--- src/rtl/pq_pkg.sv ---
// Shared types for the min-first priority queue.
// Entry layout, default depth and control states.
package pq_pkg;

    localparam int PQ_DEPTH = 8;

    typedef struct packed {
        logic [7:0] key;
        logic [7:0] val;
    } kv_t;

    typedef enum logic [1:0] {
        IDLE,
        INS,
        REM,
        RPL
    } state_t;

endpackage

--- src/rtl/pq_cell.sv ---
// One slot of the sorted array: register, key compare
// against the held entry, and source select for loading.
module pq_cell
    import pq_pkg::*;
#(
    parameter bit FIRST = 1'b0
) (
    input  logic   clk,
    input  logic   rst,
    input  state_t st,
    input  kv_t    hold,
    input  kv_t    prev,
    input  kv_t    nxt,
    input  logic   le_prev,
    input  logic   le_next,
    input  logic   valid,
    output kv_t    q,
    output logic   le
);

    // Occupied and ordered at or before the held entry.
    assign le = valid && (q.key <= hold.key);

    // Keep, take the held entry, or shift from a neighbour.
    always_ff @(posedge clk or negedge rst) begin
        if (!rst) begin
            q <= '0;
        end else begin
            unique case (st)
                INS: begin
                    if (!le) begin
                        q <= (FIRST || le_prev) ? hold : prev;
                    end
                end
                REM: q <= nxt;
                RPL: begin
                    if (le_next) begin
                        q <= nxt;
                    end else if (FIRST || le) begin
                        q <= hold;
                    end
                end
                default: ;
            endcase
        end
    end

endmodule

--- src/rtl/pq_server.sv ---
// Sorted-array priority queue, smallest key at the head.
// One operation per two cycles; ties leave in arrival order.
module pq_server
    import pq_pkg::*;
#(
    parameter int DEPTH = PQ_DEPTH
) (
    input  logic                       clk,
    input  logic                       rst,
    input  logic                       enq,
    input  logic                       deq,
    input  kv_t                        kvi,
    output kv_t                        kvo,
    output logic                       full,
    output logic                       empty,
    output logic                       busy,
    output logic [$clog2(DEPTH+1)-1:0] count
);

    localparam int CW = $clog2(DEPTH + 1);

    state_t         st;
    state_t         st_nxt;
    kv_t            hold;
    logic [CW-1:0]  cnt;
    kv_t            ent [DEPTH];
    kv_t            prv [DEPTH];
    kv_t            nx  [DEPTH];
    logic [DEPTH-1:0] le;
    logic [DEPTH-1:0] lp;
    logic [DEPTH-1:0] ln;
    logic           is_full;
    logic           is_empty;

    assign is_full  = (cnt == CW'(DEPTH));
    assign is_empty = (cnt == '0);

    // Choose the operation for a request seen while idle.
    always_comb begin
        st_nxt = IDLE;
        if (st == IDLE) begin
            unique case (1'b1)
                enq && !deq && !is_full:  st_nxt = INS;
                deq && !enq && !is_empty: st_nxt = REM;
                enq && deq && !is_empty:  st_nxt = RPL;
                enq && deq && is_empty:   st_nxt = INS;
                default:                  st_nxt = IDLE;
            endcase
        end
    end

    // State register.
    always_ff @(posedge clk or negedge rst) begin
        if (!rst) begin
            st <= IDLE;
        end else begin
            st <= st_nxt;
        end
    end

    // Capture the incoming entry on the accepting edge.
    always_ff @(posedge clk or negedge rst) begin
        if (!rst) begin
            hold <= '0;
        end else if (st == IDLE && st_nxt != IDLE) begin
            hold <= kvi;
        end
    end

    // Occupancy follows the operation being executed.
    always_ff @(posedge clk or negedge rst) begin
        if (!rst) begin
            cnt <= '0;
        end else if (st == INS) begin
            cnt <= cnt + CW'(1);
        end else if (st == REM) begin
            cnt <= cnt - CW'(1);
        end
    end

    for (genvar gi = 0; gi < DEPTH; gi++) begin : g_cell
        if (gi == 0) begin : g_lo
            assign prv[gi] = '0;
            assign lp[gi]  = 1'b1;
        end else begin : g_lo
            assign prv[gi] = ent[gi-1];
            assign lp[gi]  = le[gi-1];
        end
        if (gi == DEPTH - 1) begin : g_hi
            assign nx[gi] = '0;
            assign ln[gi] = 1'b0;
        end else begin : g_hi
            assign nx[gi] = ent[gi+1];
            assign ln[gi] = le[gi+1];
        end
        pq_cell #(
            .FIRST (gi == 0)
        ) u_cell (
            .clk     (clk),
            .rst     (rst),
            .st      (st),
            .hold    (hold),
            .prev    (prv[gi]),
            .nxt     (nx[gi]),
            .le_prev (lp[gi]),
            .le_next (ln[gi]),
            .valid   (CW'(gi) < cnt),
            .q       (ent[gi]),
            .le      (le[gi])
        );
    end

    assign kvo   = is_empty ? '0 : ent[0];
    assign full  = is_full;
    assign empty = is_empty;
    assign busy  = (st != IDLE);
    assign count = cnt;

endmodule

--- config.mk ---
export PLATFORM = sky130hd
export DESIGN_NAME = pq_server
export DESIGN_NICKNAME = d
export VERILOG_FILES = /design/src/rtl/pq_pkg.sv /design/src/rtl/pq_cell.sv /design/src/rtl/pq_server.sv
export SDC_FILE = /design/constraint.sdc
export NUM_CORES = 1
export LEC_CHECK = 0
export ABC_AREA = 0
export BUFFER_PORTS_ARGS = -buffer_cell sky130_fd_sc_hd__clkbuf_2
export CORE_ASPECT_RATIO = 0.6
export CORE_UTILIZATION = 50
export DETAILED_ROUTE_END_ITERATION = 10
export PLACE_DENSITY = 0.69
export SLEW_MARGIN = 20
export SYNTH_ARGS = -nofsm -noshare
export SYNTH_HDL_FRONTEND = slang
export SYNTH_HIERARCHICAL = 1
export SYNTH_SLANG_ARGS = --single-unit
--- constraint.sdc ---
create_clock -name clk -period 3.2 [get_ports clk]
set_input_delay 0.32 -clock clk [delete_from_list [all_inputs] [get_ports clk]]
set_output_delay 0.32 -clock clk [all_outputs]
set_load 0.01 [all_outputs]
==> flow_summary.yaml, run 1 <==
run_status:
  status: "completed"
cells_and_area:
  diodes: 0
  drive_gt1_share_pct: 27.03
  area_growth_pct: 14.39
  fin_cells: 1706
  fin_nets: 1467
job:
  maxCapViolations: 0
floorplan:
  start_util_pct: 51.19
  dieHeight_um: 121.4
  num_rows: 43
  die_area_um2: 24380
  die_w_um: 200.9
  core-area_um2: 23190
  io_pins: 43
worst_setup_path:
  worst-endpoint-arrival_ns: 3.41
  cp-end-kind: "flop"
  startpoint: "hold[15]"
  crit_path_max_fanout: 13
  startpoint_type: "flop"
  r2r-start: "hold[15]"
  crit_required_ns: 3.53
  criticalPathCategory: "reg -> reg"
global_routing:
  grt-ovfl-total: 0
  grt_pass1_wl_um: 50230
  antenna_found_initial: 0
  gr-usage-all-layers_pct: 25.81
  grt_pass1_vias: 9689
  grt_max_degree: 92
sta:
  fmax_mhz: 324.7
  holdWs_ns: 0.1044
  worstMarginPinSlew_ns: 0.9083
  drv_slew: 0
  period_needed_ns: 3.080
  finalClockSkew_ns: 0.008428
  finalCritPeriodShare_pct: 96.26
  max_slew_margin_pct: 39.45
  hold_viol: 0
  setup_viol: 0
clocking:
  clock-root-buffer: "clkbuf_16"
  clk_pin_slew_ns: 0.07
  cts_inserted_buffers: 17
  max-clock-path-buffers: 2
  cts_tree: "yes"
  insertion_delay_ns: 0.45
  clock_sinks: 150
  htreeDepth: 4
placed_design:
  portBuffers: 42
  gp_congestion: 0.8337
  placedCellCount: 1654
  place_hpwl_um: 21880
routing:
  ant_nets: 0
  routed_wl_um: 30920
  wl_per_cell_um: 18.12
  vias: 9904
  via_per_inst: 5.805
  remaining_drc_errors: 0
  first_pass_iters: 5
  drt_iter0_markers: 619
min_path:
  holdCritPathClass: "in -> reg"
  worstHoldStart: "kvi[10]"
synthesis:
  syn_inst: 1282
  netlist_area_um2: 11870
  yosys_warnings: 6
  avgSynthCellArea_um2: 9.259
-- critical path, cell delays in order (launching register included) --
cell      delay [ns]
dfrtp_2         0.44
inv_1           0.06
ha_1            0.33
a21oi_1         0.14
o21ai_0         0.20
a21oi_1         0.22
o21a_2          0.18
nor2b_1         0.05
nand2_1         0.13
nor2_1          0.06
a32o_1          0.28
a311oi_4        0.31
buf_12          0.21
mux2_2          0.34
-- metrics by stage --
| step | instance area, um2 | setup WS (ns) | util [%] | setup TNS, ns |
|---|---|---|---|---|
| after global placement | 12770 | 0.1069 | 55.07 | 0 |
| final | 13580 | 0.1198 | 58.56 | 0 |
| after detailed placement | 12770 | 0.09490 | 55.07 | 0 |
| after floorplan | 11950 | 0.02754 | - | 0 |
| after CTS | 13430 | 0.06640 | 57.93 | 0 |
| after global routing | 13580 | -0.0008773 | 58.56 | -0.0008773 |
-- sequential cells by signal, indices dropped and copies added (netlist names) --
name and flops:
hold 16, g_cell.u_cell/q 128, count 4, st 2
-- layer usage --
layer | track usage [%] | vias up | share of wire [%]
li1 | - | 4747 | -
met1 | 38.34 | 4881 | 52
met2 | 38.41 | 240 | 42
met3 | 3.974 | 36 | 4.6
met4 | 7.538 | 0 | 1.3
met5 | 0 | - | 0
-- path summary, 6_finish.rpt --
| check | end | slack [ns] | cells past startpoint |
|---|---|---|---|
| min in group asynchronous | g_cell[7].u_cell/q[4] | 0.45 | 2 |
| worst min-delay path | hold[10] | 0.10 | 2 |
| worst min register to register | g_cell[7].u_cell/q[5] | 0.51 | 1 |
| max in group asynchronous | st[1] | 1.87 | 3 |
| worst max-delay path | g_cell[3].u_cell/q[0] | 0.12 | 13 |
| worst max register to register | g_cell[3].u_cell/q[0] | 0.12 | 13 |
-- layout by cell type (no fill, tap or decap), drive strengths merged, types with 18 or more instances in the layout --
| master | instances |
|---|---|
| nand2 | 215 |
| ha | 69 |
| clkbuf | 59 |
| nor2b | 93 |
| a31oi | 84 |
| mux2 | 159 |
| buf | 80 |
| o21ai | 27 |
| nor2 | 57 |
| inv | 91 |
| dfrtp | 150 |
| and2 | 25 |
| o22ai | 29 |
| a211oi | 84 |
| a21oi | 41 |
| conb | 18 |
-- final cells by class --
class	instances	area [um2]
tap	315	394.1
fill	2010	9610
sequential	150	3770
clock buffer	17	425.4
inverter	88	330.3
multi-input combinational	998	7462
timing repair buffer	123	969.7
clock inverter	15	226.5
-- repair_timing --
| item | CTS | global route |
|---|---|---|
| gates resized for setup | 0 | 8 |
| endpoints found under the setup margin | 0 | 88 |
| setup buffers | 0 | 19 |
| hold buffers | 1 | 0 |
| hold endpoints to repair | 67 | 0 |
Power of run 1 is not shown: default switching activity piles up to over one toggle a cycle in this logic, so the estimate is an artifact.
==> run 2, diff against run 1 <==
Settings changed: CORE_MARGIN set to 4, REMOVE_ABC_BUFFERS set to 1.
Clock period 3.2 ns to 2.7 ns, I/O delays scaled along.
==> run 2 against run 1 <==
The run now ends with setup timing left. Worst hold slack lost 0.058 ns. First-iteration DRC count increased by 42%. Clock skew up 0.0036 ns. Clock-buffer cell count did not move. Via count is 11% higher. Die area up 8.1%. Sequential share of layout area decreased by 3.9 points. Cell count up 8.1%. Fmax rose by 1.5%. Highest routed layer unchanged. Register-to-register slack got worse by 0.45 ns. Final area increased by 16%. Flip-flop and latch count did not move.
==> flow_summary.yaml, run 2 (synthesis gave the netlist of run 1 again) <==
run_status:
  status: "complete, but fails checks"
  violations: "setup timing"
cells_and_area:
  area_growth_pct: 32.88
  diodes: 0
  final_cell_mix: "nand2_1, buf_4, dfrtp_1"
  layout_commonest_cell: "nand2_1"
  drive_gt1_share_pct: 41.40
  fin_nets: 1606
  utilization_pct: 67.86
  stdcell_area_um2: 15770
  fillers: 1736
  largest_reg_flops: 128
  top_register: "g_cell.u_cell/q"
floorplan:
  start_util_pct: 51.07
  die_area_um2: 26350
  io_pins: 43
  die_w_um: 206.9
  dieHeight_um: 127.4
  core-area_um2: 23240
  num_rows: 43
sta:
  fmax_mhz: 329.5
  rsz0062_at_grt: "true"
  drv_slew: 0
  finalClockSkew_ns: 0.01201
  fin_ws_ns: -0.3352
  setup_viol: 111
  worstMarginPinSlew_ns: 0.7004
  period_needed_ns: 3.035
  max_slew_margin_pct: 53.30
  hold_viol: 0
  finalCritPeriodShare_pct: 112.4
clocking:
  insertion_delay_ns: 0.45
  clk_pin_slew_ns: 0.07
  max-clock-path-buffers: 2
  cts_tree: "yes"
  htreeDepth: 4
  cts_inserted_buffers: 17
  clock-root-buffer: "clkbuf_16"
  clock_sinks: 150
min_path:
  worstHoldStart: "kvi[5]"
  holdCritPathClass: "in -> reg"
  hold_path_depth: 2
worst_setup_path:
  startpoint_type: "flop"
  crit_top_cell: "buf_4"
  slowest_stage: "dfrtp_2"
  worstPathCellList: "buf_6 -> inv_2 -> ha_4 -> buf_4 -> and4_4 -> and2_4 -> o21a_1 -> nor2b_2 -> nand2_2 -> nor2_1 -> a32o_2 -> a311oi_4 -> buf_4 -> buf_12 -> mux2_4"
  criticalPathCategory: "reg -> reg"
  r2r-start: "hold[9]"
  rr_worst_depth: 15
  cp-end-kind: "flop"
  crit_path_max_fanout: 8
  max_stage_delay_ns: 0.42
  worst-endpoint-arrival_ns: 3.37
  crit_required_ns: 3.03
  startpoint: "hold[9]"
global_routing:
  antenna_found_initial: 0
  gr-usage-all-layers_pct: 28.24
  grt-ovfl-total: 0
  grt_pass1_vias: 11170
  grt_max_degree: 120
  grt_pass1_wl_um: 59360
placed_design:
  gp_congestion: 0.8468
  place_area_um2: 13470
  place_hpwl_um: 23360
  portBuffers: 42
  place_ws_ns: -0.4867
routing:
  ant_nets: 0
  remaining_drc_errors: 0
  vias: 11030
  wl_per_cell_um: 20.61
  routed_wl_um: 38000
  first_pass_iters: 5
  via_per_inst: 5.983
  drt_iter0_markers: 880
job:
  maxCapViolations: 0
run 2: cell count changes in the layout (fill, tap and decap cells not counted), sizes merged:
cell / before / now
buf: 80 / 218
clkbuf: 59 / 60
clkinvlp: 3 / 1
inv: 91 / 92
run 2: repair_timing:
item | in CTS | in global routing
setup endpoints to repair | 128 | 127
gates resized for setup | 184 | 70
pin swaps | 52 | 35
buffers inserted | 62 | 14
hold endpoints to repair | 61 | 0
cloned | 7 | 2
hold buffers | 1 | 0
run 2: area by class of cell:
cell class | count | area [um2] | share of cell area [%]
Inverter | 88 | 355.3 | 2.253
Clock inverter | 14 | 220.2 | 1.396
Multi-Input combinational cell | 998 | 8315 | 52.72
Sequential cell | 150 | 3766 | 23.88
Timing Repair Buffer | 262 | 2296 | 14.56
Tap cell | 315 | 394.1 | 2.499
Clock buffer | 17 | 425.4 | 2.697
run 2: worst max-delay path: cells and delay by family (launching register included):
family	cells	cell delay (ns)
adders and majority gates	1	0.27
buffers and inverters	5	0.64
and+or+nand+nor	5	0.62
muxes	1	0.32
AOI/OAI and AO/OA	3	0.65
DFF	1	0.42
run 2: layer usage:
metal	part of all wire [%]	GRT usage, %
met2	45	43.46
met4	1.9	7.456
met1	47	41.07
met5	0	0
met3	6.7	5.353
run 2: worst paths after layout:
path	slack (ns)	to
worst max-delay path	-0.34	g_cell[3].u_cell/q[11]
worst max register to register	-0.34	g_cell[3].u_cell/q[11]
worst min register to register	0.52	g_cell[7].u_cell/q[3]
min in group asynchronous	0.38	g_cell[6].u_cell/q[2]
worst min-delay path	0.05	hold[5]
max in group asynchronous	1.42	g_cell[5].u_cell/q[0]
run 2: stage by stage:
step / hold WS, ns / TNS (ns) / instances
2_1_floorplan: -0.02559 / -378.69 / 1236
3_3_place_gp: 0.3245 / -30.19 / 1741
3_5_place_dp: 0.3187 / -42.15 / 1741
4_1_cts: 0.03706 / -20.46 / 1840
5_1_grt: 0.05044 / -33.08 / 1844
6_report: 0.04680 / -25.41 / 1844
Power of run 2 is left out for the same reason.
